<file path="src/rtl/ysyx_24100005_pkg.sv">
// Shared types for the multi-cycle sequencer: FSM state encoding, RV32I major
// opcodes and the EXEC-stage instruction classifier.
package ysyx_24100005_pkg;

    typedef enum logic [2:0] {
        S_FETCH,
        S_IWAIT,
        S_EXEC,
        S_MEM,
        S_DWAIT,
        S_WB,
        S_HALT
    } state_e;

    // What EXEC does with the latched instruction.
    typedef enum logic [1:0] {
        EX_WB,
        EX_MEM,
        EX_STOP,
        EX_FAULT
    } exec_e;

    localparam logic [6:0] OP_LOAD   = 7'b0000011;
    localparam logic [6:0] OP_STORE  = 7'b0100011;
    localparam logic [6:0] OP_OP     = 7'b0110011;
    localparam logic [6:0] OP_OP_IMM = 7'b0010011;
    localparam logic [6:0] OP_LUI    = 7'b0110111;
    localparam logic [6:0] OP_AUIPC  = 7'b0010111;
    localparam logic [6:0] OP_JAL    = 7'b1101111;
    localparam logic [6:0] OP_JALR   = 7'b1100111;
    localparam logic [6:0] OP_BRANCH = 7'b1100011;
    localparam logic [6:0] OP_SYSTEM = 7'b1110011;

    localparam logic [31:0] INST_EBREAK = 32'h0010_0073;

    // ebreak is the only SYSTEM encoding that stops cleanly; every other
    // SYSTEM encoding falls through to a fault.
    function automatic exec_e classify(input logic [31:0] inst);
        exec_e kind;
        if (inst == INST_EBREAK) begin
            kind = EX_STOP;
        end else begin
            unique case (inst[6:0])
                OP_LOAD, OP_STORE:                     kind = EX_MEM;
                OP_OP, OP_OP_IMM, OP_LUI, OP_AUIPC,
                OP_JAL, OP_JALR, OP_BRANCH:            kind = EX_WB;
                default:                               kind = EX_FAULT;
            endcase
        end
        return kind;
    endfunction

    function automatic logic is_store(input logic [6:0] opcode);
        return opcode == OP_STORE;
    endfunction

    // Stores and branches retire without a register-file write.
    function automatic logic writes_rf(input logic [6:0] opcode);
        return !(opcode == OP_STORE || opcode == OP_BRANCH);
    endfunction

endpackage

</file>
<file path="src/rtl/ysyx_24100005_wdog.sv">
// Wait-state watchdog: counts cycles spent in one wait state and flags the
// cycle in which the count reaches TIMEOUT_CYC.
module ysyx_24100005_wdog #(
    parameter int unsigned TIMEOUT_CYC = 256
) (
    input  logic clk,
    input  logic rst,
    input  logic clear,
    input  logic enable,
    output logic expire
);

    localparam int unsigned CNT_W = (TIMEOUT_CYC > 1) ? $clog2(TIMEOUT_CYC) : 1;
    localparam logic [CNT_W-1:0] CNT_LAST = CNT_W'(TIMEOUT_CYC - 1);

    logic [CNT_W-1:0] cnt_q;
    logic [CNT_W-1:0] cnt_d;

    // cnt_q holds the number of earlier cycles in this state, so the current
    // cycle is the TIMEOUT_CYC-th one when cnt_q equals CNT_LAST.
    assign expire = enable && (cnt_q == CNT_LAST);

    always_comb begin
        cnt_d = cnt_q;
        if (clear) begin
            cnt_d = '0;
        end else if (enable && (cnt_q != CNT_LAST)) begin
            cnt_d = cnt_q + 1'b1;
        end
    end

    always_ff @(posedge clk) begin
        if (rst) begin
            cnt_q <= '0;
        end else begin
            cnt_q <= cnt_d;
        end
    end

endmodule

</file>
<file path="src/rtl/ysyx_24100005_seq_ctrl.sv">
// Multi-cycle control sequencer: FETCH/IWAIT/EXEC/MEM/DWAIT/WB/HALT with
// valid/ready memory handshakes, a wait-state watchdog and registered outputs.
module ysyx_24100005_seq_ctrl #(
    parameter int unsigned TIMEOUT_CYC = 256
) (
    input  logic        clk,
    input  logic        rst,
    output logic        imem_req_valid,
    input  logic        imem_req_ready,
    input  logic        imem_rsp_valid,
    input  logic [31:0] imem_rsp_data,
    output logic [31:0] inst,
    output logic        dmem_req_valid,
    output logic        dmem_req_wen,
    input  logic        dmem_req_ready,
    input  logic        dmem_rsp_valid,
    output logic        pc_wen,
    output logic        rf_wen,
    output logic        halt,
    output logic        err,
    output logic [31:0] retire_cnt
);

    import ysyx_24100005_pkg::*;

    state_e      state_q, state_d;
    logic [31:0] inst_q, inst_d;
    logic [31:0] retire_cnt_q, retire_cnt_d;
    logic        err_q, err_d;
    logic        halt_q, halt_d;
    logic        imem_req_valid_q, imem_req_valid_d;
    logic        dmem_req_valid_q, dmem_req_valid_d;
    logic        dmem_req_wen_q, dmem_req_wen_d;
    logic        pc_wen_q, pc_wen_d;
    logic        rf_wen_q, rf_wen_d;

    logic        wd_clear;
    logic        wd_enable;
    logic        wd_expire;

    assign wd_enable = (state_q == S_FETCH) || (state_q == S_IWAIT) ||
                       (state_q == S_MEM)   || (state_q == S_DWAIT);
    assign wd_clear  = (state_d != state_q);

    ysyx_24100005_wdog #(
        .TIMEOUT_CYC (TIMEOUT_CYC)
    ) u_wdog (
        .clk    (clk),
        .rst    (rst),
        .clear  (wd_clear),
        .enable (wd_enable),
        .expire (wd_expire)
    );

    // A handshake completing in the expiry cycle takes priority over the
    // timeout, since the awaited event did arrive within the window.
    always_comb begin
        // NOTE: every variable gets a default before the case so no path
        // leaves it unassigned, which would otherwise infer a latch.
        state_d      = state_q;
        inst_d       = inst_q;
        retire_cnt_d = retire_cnt_q;
        err_d        = err_q;

        unique case (state_q)
            S_FETCH: begin
                if (imem_req_ready) begin
                    state_d = S_IWAIT;
                end else if (wd_expire) begin
                    state_d = S_HALT;
                    err_d   = 1'b1;
                end
            end
            S_IWAIT: begin
                if (imem_rsp_valid) begin
                    inst_d  = imem_rsp_data;
                    state_d = S_EXEC;
                end else if (wd_expire) begin
                    state_d = S_HALT;
                    err_d   = 1'b1;
                end
            end
            S_EXEC: begin
                unique case (classify(inst_q))
                    EX_MEM:   state_d = S_MEM;
                    EX_WB:    state_d = S_WB;
                    EX_STOP:  state_d = S_HALT;
                    EX_FAULT: begin
                        state_d = S_HALT;
                        err_d   = 1'b1;
                    end
                    default:  state_d = S_HALT;
                endcase
            end
            S_MEM: begin
                if (dmem_req_ready) begin
                    state_d = S_DWAIT;
                end else if (wd_expire) begin
                    state_d = S_HALT;
                    err_d   = 1'b1;
                end
            end
            S_DWAIT: begin
                if (dmem_rsp_valid) begin
                    state_d = S_WB;
                end else if (wd_expire) begin
                    state_d = S_HALT;
                    err_d   = 1'b1;
                end
            end
            S_WB: begin
                retire_cnt_d = retire_cnt_q + 32'd1;
                state_d      = S_FETCH;
            end
            S_HALT:  state_d = S_HALT;
            default: state_d = S_HALT;
        endcase
    end

    // Outputs are decoded from the next state and registered, so each one
    // lines up with the state it describes and no input reaches a port
    // combinationally.
    always_comb begin
        imem_req_valid_d = (state_d == S_FETCH);
        dmem_req_valid_d = (state_d == S_MEM);
        dmem_req_wen_d   = (state_d == S_MEM) && is_store(inst_d[6:0]);
        pc_wen_d         = (state_d == S_WB);
        rf_wen_d         = (state_d == S_WB) && writes_rf(inst_d[6:0]);
        halt_d           = (state_d == S_HALT);
    end

    always_ff @(posedge clk) begin
        // NOTE: sequential state uses non-blocking assignments only, so every
        // flop samples pre-edge values regardless of statement order.
        if (rst) begin
            state_q          <= S_FETCH;
            inst_q           <= '0;
            retire_cnt_q     <= '0;
            err_q            <= 1'b0;
            halt_q           <= 1'b0;
            imem_req_valid_q <= 1'b1;
            dmem_req_valid_q <= 1'b0;
            dmem_req_wen_q   <= 1'b0;
            pc_wen_q         <= 1'b0;
            rf_wen_q         <= 1'b0;
        end else begin
            state_q          <= state_d;
            inst_q           <= inst_d;
            retire_cnt_q     <= retire_cnt_d;
            err_q            <= err_d;
            halt_q           <= halt_d;
            imem_req_valid_q <= imem_req_valid_d;
            dmem_req_valid_q <= dmem_req_valid_d;
            dmem_req_wen_q   <= dmem_req_wen_d;
            pc_wen_q         <= pc_wen_d;
            rf_wen_q         <= rf_wen_d;
        end
    end

    assign imem_req_valid = imem_req_valid_q;
    assign dmem_req_valid = dmem_req_valid_q;
    assign dmem_req_wen   = dmem_req_wen_q;
    assign pc_wen         = pc_wen_q;
    assign rf_wen         = rf_wen_q;
    assign halt           = halt_q;
    assign err            = err_q;
    assign inst           = inst_q;
    assign retire_cnt     = retire_cnt_q;

endmodule

</file>
<file path="config.mk">
export PLATFORM = sky130hd
export DESIGN_NAME = ysyx_24100005_seq_ctrl
export DESIGN_NICKNAME = d
export VERILOG_FILES = /design/src/rtl/ysyx_24100005_pkg.sv /design/src/rtl/ysyx_24100005_wdog.sv /design/src/rtl/ysyx_24100005_seq_ctrl.sv
export SDC_FILE = /design/constraint.sdc
export NUM_CORES = 1
export LEC_CHECK = 0
export BUFFER_PORTS_ARGS = -buffer_cell sky130_fd_sc_hd__buf_2
export CAP_MARGIN = 20
export CELL_PAD_IN_SITES_DETAIL_PLACEMENT = 1
export CELL_PAD_IN_SITES_GLOBAL_PLACEMENT = 1
export CORE_MARGIN = 1
export CORE_UTILIZATION = 35
export CTS_BUF_LIST = sky130_fd_sc_hd__clkbuf_4
export DETAILED_ROUTE_END_ITERATION = 8
export PLACE_DENSITY = 0.79
export SETUP_SLACK_MARGIN = 0.5
export SYNTH_ARGS = -nofsm -noshare
export SYNTH_HDL_FRONTEND = slang
export SYNTH_SLANG_ARGS = --single-unit
</file>
<file path="constraint.sdc">
create_clock -name clk -period 3.66 [get_ports clk]
set_input_delay 0.183 -clock clk [delete_from_list [all_inputs] [get_ports clk]]
set_output_delay 0.183 -clock clk [all_outputs]
set_load 0.005 [all_outputs]
</file>
==> flow_summary.yaml, run 1 <==
status:
  run_status: "completed"
worst_setup_path:
  r2r-end: "inst[19]$_SDFFE_PP0P_"
  start_kind: "register"
  cp_data_arrival_time_ns: 2.86
  cp.required_ns: 4.01
  crit_start: "state_q[0]$_SDFF_PP0_"
  rr_worst_depth: 4
  r2r_start: "state_q[0]$_SDFF_PP0_"
  end_kind: "register"
  crit_path_max_fanout: 21
  crit_type: "reg -> reg"
  cp-endpoint: "inst[19]$_SDFFE_PP0P_"
  r2r_slack_ns: 1.15
run:
  maxCapViolCount: 0
synth:
  ys_warn_count: 0
  synth_area_leaders: "dfxtp_1 44%, nand2_1 9.0%, a21oi_1 5.3%, xor2_1 4.2%, nor2_1 4.1%"
  synth_top_family_by_area: "simple AND/OR/NAND/NOR gates"
  synth_edf_count: 0
  syn_nets: 484
  ys_seq_elements: 82
  synth_cells: 444
  async_flop_share_pct: 0
  synthSimpleGateAreaFrac_pct: 31.13
  syn_area_um2: 3717
  synthMuxAreaShare_pct: 0.8078
  synth_top_area_share_pct: 44.16
  synth-compound-area-share_pct: 11.44
  synth.avg_cell_area_um2: 8.372
  synth_fa_ha_area_share_pct: 0.6732
  synthXorXnorAreaFrac_pct: 8.011
  synth_cell_types: 54
  synth_ff_type: "dfxtp_1"
  ys_seq_area_share_pct: 44.16
  yosys.area.top_type: "dfxtp_1"
cts:
  cts_resized: 0
  root_buffer: "clkbuf_4"
  clk_pin_slew_ns: 0.14
  cts_hold_buf: 32
  cts_tree: "done"
  numCtsBuffers: 9
  cts.sink_count: 82
  clk_latency_ns: 0.43
  cts_buffer_depth: 2
  cts_setup_buffers: 0
  htree_levels: 3
die:
  floorplan.initialDensity_pct: 36.01
  die-area_um2: 11040
  core_area_um2: 10320
  rows: 37
  die_h_um: 105.1
  pin_count: 109
  fp.dieW_um: 105.1
sta:
  rsz0062_at_grt: "false"
  setup_slack_ns: 1.151
  setup_viol: 0
  tns_ns: 0
  max_freq_mhz: 398.5
  period_share_pct: 68.56
  max_slew.worst_pin.slew_ns: 0.9609
  hold_viol: 0
  report.final.slew_viol_count: 0
  skew_ns: 0.02108
  relSlewSlack_pct: 35.85
  finalCriticalPeriod_ns: 2.509
cells_and_area:
  instances_no_fill: 719
  final_cell_mix: "108 x buf_2, 89 x nand2_1, 82 x dfxtp_1, 41 x nor2_1, 39 x a21oi_1"
  area_growth_pct: 29.65
  drive_above_1_share_pct: 24.40
  nNetsFinal: 617
  final_common_cell: "buf_2"
global_routing:
  grt_max_degree: 36
  grt_pass1_vias: 3859
  gr-total-overflow: 0
  antenna_found_initial: 1
  grt_usage_pct: 21.22
  grt_pass1_wl_mm: 18.59
placed_design:
  routabilityCongestion: 0.8253
  port_buffers: 108
  place_hpwl_mm: 7.869
  dp.cells: 670
  pre_cts_ws_ns: 1.254
power_and_ir_drop:
  max-vdd-ir-drop_uv: 242.6
  leakage_nw: 2.052
  powerDensity_nw_per_um2: 471.7
routing:
  drt_iter0_markers: 160
  ant_nets: 0
  vias: 3694
  via_per_inst: 5.138
  drc: 0
  first_pass_iters: 4
  routedWlPerCell_um: 15.82
  drt-total-wl_mm: 11.37
worst_hold_path:
  min_path_type: "in -> reg"
  hp-start: "imem_rsp_valid"
-- synthesized netlist by cell type (all sizes together) (4+ instances only) --
library cell / count
nand2b: 4
dfxtp: 82
nand3: 13
inv: 9
nor3: 19
nor2: 41
nor4: 6
a21oi: 39
xnor2: 16
xor2: 18
and4: 5
buf: 12
or4: 6
nand2: 89
o211ai: 7
nand4: 12
clkbuf: 9
and2: 8
and3: 5
o21ai: 5
-- sequential cells by signal, summed over array words and instances (netlist names) --
| signal | cells |
|---|---|
| dmem_req_wen | 1 |
| pc_wen | 1 |
| dmem_req_valid | 1 |
| rf_wen | 1 |
| state_q | 3 |
| u_wdog.cnt_q | 8 |
| inst | 32 |
| halt | 1 |
| retire_cnt | 32 |
| imem_req_valid | 1 |
| err | 1 |
-- worst max-delay path, cell delays in order, from the launching register on --
cell and delay, ns:
dfxtp_1 0.80, nor4bb_4 0.98, buf_4 0.38, nand2_1 0.10, a21oi_1 0.15
-- power by group --
| part | internal [W] | total (W) | switching (W) |
|---|---|---|---|
| logic | 0.000264 | 0.000629 | 0.000364 |
| clock network | 0.000222 | 0.000531 | 0.000310 |
| registers | 0.000978 | 0.00111 | 0.000135 |
| total | 0.00146 | 0.00227 | 0.000809 |
-- cell families after synthesis --
logic type      count (synthesis)
flops                          82
xor+xnor                       34
mux                             3
simple gates                  225
fa+ha+maj                       2
buf+inv                        30
compound gates                 68
-- per-layer routing --
| metal | routed length (µm) | track usage (%) | vias up |
|---|---|---|---|
| li1 | - | - | 1806 |
| met1 | 4861 | 24.15 | 1781 |
| met2 | 5780 | 38.17 | 101 |
| met3 | 640 | 6.301 | 6 |
| met4 | 92 | 6.036 | 0 |
| met5 | 0 | 0 | - |
-- through the flow --
stage / area, µm² / total power, W / util, % / hold slack, ns
floorplan: 3717 / 0.001520 / - / 0.3190
global placement: 4359 / 0.001693 / 42.23 / 0.4229
detailed placement: 4359 / 0.001723 / 42.23 / 0.4338
CTS: 4817 / 0.002291 / 46.66 / 0.2319
global route: 4820 / 0.002423 / 46.69 / 0.2420
finish: 4820 / 0.002273 / 46.69 / 0.2732
-- worst min-delay path by stage --
stage,to,depth (start not counted)
finish,inst[5]$_SDFF_PP0_,4
global route,inst[24]$_SDFFE_PP0P_,4
CTS,inst[3]$_SDFF_PP0_,4
detailed placement,inst[22]$_SDFFE_PP0P_,3
global placement,inst[17]$_SDFFE_PP0P_,3
floorplan,inst[10]$_SDFFE_PP0P_,2
-- area by class of cell --
cell class,count,area [µm²]
clock inverter,5,55.05
tap,136,170.2
antenna,1,2.502
clock buffer,11,82.58
multi-input combinational,332,1951
sequential,82,1642
timing repair buffer,143,883.3
inverter,9,33.78
fill,1291,5504
(Power assumes the default switching activity.)
==> run 2: changes to the inputs <==
PLACE_DENSITY = 0.82   (was 0.79)
clock period = 2.2 ns   (was 3.66 ns; I/O delays follow)
==> run 2 against run 1 <==
- hold slack worse by 0.15 ns
- non-clock buffer count rose by 40
- largest power group unchanged
- largest cell class unchanged
- wire length rose by 17%
==> flow_summary.yaml, run 2 (same netlist as run 1, synthesis figures left out) <==
status:
  run_status: "completed"
cells_and_area:
  nNetsFinal: 658
  drive_above_1_share_pct: 40.13
  final_common_cell: "buf_2"
  area_growth_pct: 47.83
  fill_cells: 1229
  final_area_um2: 5495
  final_cell_mix: "109 x buf_2, 89 x nand2_1, 48 x dfxtp_1, 41 x nor2_1, 38 x a21oi_1"
placed_design:
  post_dp_cell_area_um2: 4462
  port_buffers: 108
  routabilityCongestion: 0.8439
  place_hpwl_mm: 7.909
power_and_ir_drop:
  max-vdd-ir-drop_uv: 368.7
  swShare_pct: 35.50
  power_w: 0.004524
  powerDensity_nw_per_um2: 823.3
  p_sw_w: 0.001606
  p_comb_share_pct: 37.7
  leakage_nw: 2.328
  p_int_w: 0.002918
  seq_power_share_pct: 39.8
  pwr-share-clk_pct: 22.5
die:
  die_h_um: 105.1
  fp.dieW_um: 105.1
  die-area_um2: 11040
  core_area_um2: 10320
  floorplan.initialDensity_pct: 36.01
  pin_count: 109
  rows: 37
cts:
  htree_levels: 3
  cts.sink_count: 82
  clk_pin_slew_ns: 0.14
  root_buffer: "clkbuf_4"
  cts_buffer_depth: 2
  cts_tree: "done"
  numCtsBuffers: 9
  clk_latency_ns: 0.43
sta:
  max_freq_mhz: 558.4
  hold_viol: 0
  relSlewSlack_pct: 49.80
  rsz0062_at_grt: "true"
  tns_ns: 0
  finalCriticalPeriod_ns: 1.791
  setup_viol: 0
  hold_ws_ns: 0.1189
  max_slew.worst_pin.slew_ns: 0.7529
  period_share_pct: 81.40
  report.final.slew_viol_count: 0
  skew_ns: 0.009510
routing:
  routedWlPerCell_um: 17.46
  ant_nets: 0
  drc: 0
  drt_iter0_markers: 127
  first_pass_iters: 4
  vias: 3967
  via_per_inst: 5.220
  drt-total-wl_mm: 13.27
worst_hold_path:
  min_path_type: "in -> reg"
global_routing:
  grt_pass1_vias: 4044
  gr-total-overflow: 0
  grt_usage_pct: 23.44
  antenna_found_initial: 1
  grt_max_degree: 69
  grt_pass1_wl_mm: 20.28
worst_setup_path:
  crit_path_max_fanout: 3
  path_buf_inv: 0
  start_kind: "register"
  cp_slowest_cell: "or4_4"
  cp_data_arrival_time_ns: 2.09
  cp.required_ns: 2.49
  crit_chain: "or4_4 -> or4_1 -> a21oi_1 -> o32ai_1"
  end_kind: "register"
  crit_type: "reg -> reg"
  cp_slowest_stage_delay_ns: 0.53
  cp_top_family: "simple AND/OR/NAND/NOR gates"
run:
  maxCapViolCount: 0
run 2: cell types whose count changed in the layout (fill, tap and decap cells not counted), sizes merged:
cell and delta:
nand3 +1, buf +40, clkinv -1, bufinv +1
run 2: repair_timing:
| item | 4_1_cts | 5_1_grt |
|---|---|---|
| endpoints found under the hold margin | 32 | 0 |
| setup buffers | 11 | 19 |
| endpoints found under the setup margin | 66 | 44 |
| pin swaps | 17 | 15 |
| hold buffers | 32 | 0 |
| gates resized for setup | 57 | 37 |
| gates cloned | 0 | 1 |
run 2: worst register-to-register path, delay by kind of cell (launching register included):
family	cells	cell delay (ns)
AND/OR/NAND/NOR	2	1.05
flip-flops	1	0.35
AO/OA/AOI/OAI	2	0.24
run 2: stage by stage:
stage          cells  util, %  setup WS, ns
2_1_floorplan    444        -        0.5132
3_3_place_gp     680    43.22        0.2257
3_5_place_dp     680    43.22        0.2174
4_1_cts          739    50.68        0.3829
5_1_grt          760    53.23        0.3337
6_report         760    53.23        0.4092
run 2: cell type report:
cell class	count	area (µm²)	share of cell area, %
Clock buffer	11	82.58	1.503
Antenna cell	1	2.502	0.04554
Multi-Input combinational cell	333	2213	40.28
Inverter	9	33.78	0.6148
Clock inverter	5	78.83	1.434
Sequential cell	82	1707	31.06
Timing Repair Buffer	183	1207	21.97
Tap cell	136	170.2	3.097
run 2: power by group through the flow:
stage | Sequential, W | Combinational, W | Clock, W
3_5_place_dp | 0.00184 | 0.00110 | 0
2_1_floorplan | 0.00177 | 0.000772 | 0
3_3_place_gp | 0.00182 | 0.00107 | 0
5_1_grt | 0.00181 | 0.00184 | 0.00110
6_report | 0.00180 | 0.00171 | 0.00102
4_1_cts | 0.00183 | 0.00136 | 0.00104
run 2: worst paths after layout:
kind,cells past startpoint,slack (ns),start,end
max,4,0.41,inst[8]$_SDFFE_PP0P_,err$_SDFFE_PP0P_
min,4,0.12,rst,retire_cnt[27]$_SDFFE_PP0N_
max reg2reg,4,0.41,inst[8]$_SDFFE_PP0P_,err$_SDFFE_PP0P_
min reg2reg,2,0.49,inst[10]$_SDFFE_PP0P_,inst[10]$_SDFFE_PP0P_
run 2: routing by layer:
layer	share of wire (%)	vias up	routed length [µm]	global-route usage (%)
met4	3.1	0	417	10.87
li1	-	1890	-	-
met1	40	1915	5299	26.38
met2	53	129	6990	42.62
met5	0	-	0	0
met3	4.2	33	562	4.242
==> run 3: changes to the inputs <==
PLACE_DENSITY = 0.79   (was 0.82)
clock period = 1.8 ns   (was 2.2 ns; I/O delays follow)
==> run 3 against run 2 <==
- the flow now finishes with violations (negative setup slack)
- sequential power up 26%
- via count up 12%
- wire length up 35%
- clock power about the same
==> flow_summary.yaml, run 3 (same netlist as run 1, synthesis figures left out) <==
placed_design:
  pre_cts_ws_ns: -0.05153
  place_hpwl_mm: 8.262
  routabilityCongestion: 0.7959
  post_dp_cell_area_um2: 4771
  port_buffers: 108
sta:
  period_share_pct: 106.7
  hold_ws_ns: 0.1019
  setup_slack_ns: -0.1209
  rsz0062_at_grt: "true"
  finalCriticalPeriod_ns: 1.921
  max_slew.worst_pin.slew_ns: 0.5200
  hold_viol: 0
  tns_ns: -0.4789
  max_freq_mhz: 520.6
  report.final.slew_viol_count: 0
  relSlewSlack_pct: 65.33
  skew_ns: 0.03539
  setup_viol: 11
routing:
  ant_nets: 0
  vias: 4436
  drc: 0
  drt-total-wl_mm: 17.95
  first_pass_iters: 4
  via_per_inst: 5.524
  drt_iter0_markers: 297
  routedWlPerCell_um: 22.35
cells_and_area:
  drive_above_1_share_pct: 55.56
  final_cell_mix: "107 x buf_2, 69 x nand2_1, 53 x buf_4, 45 x dfxtp_1, 35 x nor2_1"
  final_common_cell: "buf_2"
  area_growth_pct: 72.74
  final_area_um2: 6421
  nNetsFinal: 701
  fill_cells: 1138
  multi_input_area_um2: 2658
  regArea_um2: 1723
global_routing:
  grt_max_degree: 39
  grt_pass1_wl_mm: 22.64
  grt_usage_pct: 26.28
  antenna_found_initial: 1
  grt_pass1_vias: 4401
  gr-total-overflow: 0
worst_setup_path:
  cp_slowest_stage_delay_ns: 0.42
  cp_data_arrival_time_ns: 2.33
  cp.required_ns: 2.21
  crit_type: "reg -> reg"
  crit_path_max_fanout: 6
  path_buf_inv: 2
  crit_chain: "buf_8 -> nor4bb_4 -> buf_6 -> nand4_1 -> o31ai_4 -> and2_1 -> and4b_1"
  end_kind: "register"
  start_kind: "register"
  cp_top_family: "simple AND/OR/NAND/NOR gates"
  cp_slowest_cell: "dfxtp_4"
cts:
  root_buffer: "clkbuf_4"
  cts_buffer_depth: 2
  cts_tree: "done"
  clk_pin_slew_ns: 0.17
  htree_levels: 3
  numCtsBuffers: 9
  cts.sink_count: 82
  clk_latency_ns: 0.49
die:
  die_h_um: 105.1
  pin_count: 109
  fp.dieW_um: 105.1
  floorplan.initialDensity_pct: 36.01
  die-area_um2: 11040
  rows: 37
  core_area_um2: 10320
power_and_ir_drop:
  swShare_pct: 41.18
  leakage_nw: 2.706
  p_sw_w: 0.002531
  powerDensity_nw_per_um2: 957.4
  pwr-share-clk_pct: 16.9
  p_comb_share_pct: 46.3
  max-vdd-ir-drop_uv: 499.6
  p_int_w: 0.003616
  seq_power_share_pct: 36.8
status:
  violations: "negative setup slack"
  run_status: "finished with violations"
run:
  maxCapViolCount: 0
worst_hold_path:
  min_path_type: "in -> reg"
-- run 3: cell type report --
cell class	instances	share of cell area (%)
inverter	9	0.5846
sequential	82	26.83
clock buffer	9	1.052
tap	136	2.650
timing repair buffer	227	26.75
multi-input combinational	332	41.39
clock inverter	7	0.7015
antenna	1	0.03897
-- run 3: tightest hold or removal path, stage by stage --
cell	delay (ns)
buf_2	0.11
buf_4	0.23
nor2_1	0.12
-- run 3: what timing repair did --
action / CTS / global route
cloned: 0 / 3
resized for setup: 78 / 123
endpoints found under the hold margin: 32 / 0
pin swaps: 29 / 65
setup buffers: 29 / 20
hold buffers: 32 / 0
setup endpoints to repair: 80 / 80
-- run 3: worst paths after layout --
kind	from	end	slack, ns	cells after the start
setup / recovery	state_q[2]$_SDFF_PP0_	dmem_req_wen$_SDFF_PP0_	-0.12	7
hold / removal	rst	retire_cnt[24]$_SDFFE_PP0N_	0.10	3
setup reg to reg	state_q[2]$_SDFF_PP0_	dmem_req_wen$_SDFF_PP0_	-0.12	7
hold reg to reg	inst[8]$_SDFFE_PP0P_	inst[8]$_SDFFE_PP0P_	0.49	2
-- run 3: metrics by stage --
step / total power [W] / cells / utilization, %
after floorplan: 0.003223 / 444 / -
after global placement: 0.003737 / 702 / 46.21
after detailed placement: 0.003806 / 702 / 46.21
after CTS: 0.005327 / 779 / 55.63
after global routing: 0.006397 / 803 / 62.20
final: 0.006147 / 803 / 62.20
-- run 3: power groups by stage --
stage	Combinational (W)	Sequential, W	Clock (W)
after global routing	0.00299	0.00228	0.00112
final	0.00285	0.00226	0.00104
after CTS	0.00212	0.00220	0.00101
after detailed placement	0.00156	0.00224	0
after floorplan	0.00105	0.00217	0
after global placement	0.00151	0.00222	0
-- run 3: metal layers --
metal  part of all wire [%]  track usage, %
met1                     38           29.12
met2                     53           48.91
met3                    4.8           4.304
met4                    4.1           11.77
met5                      0               0
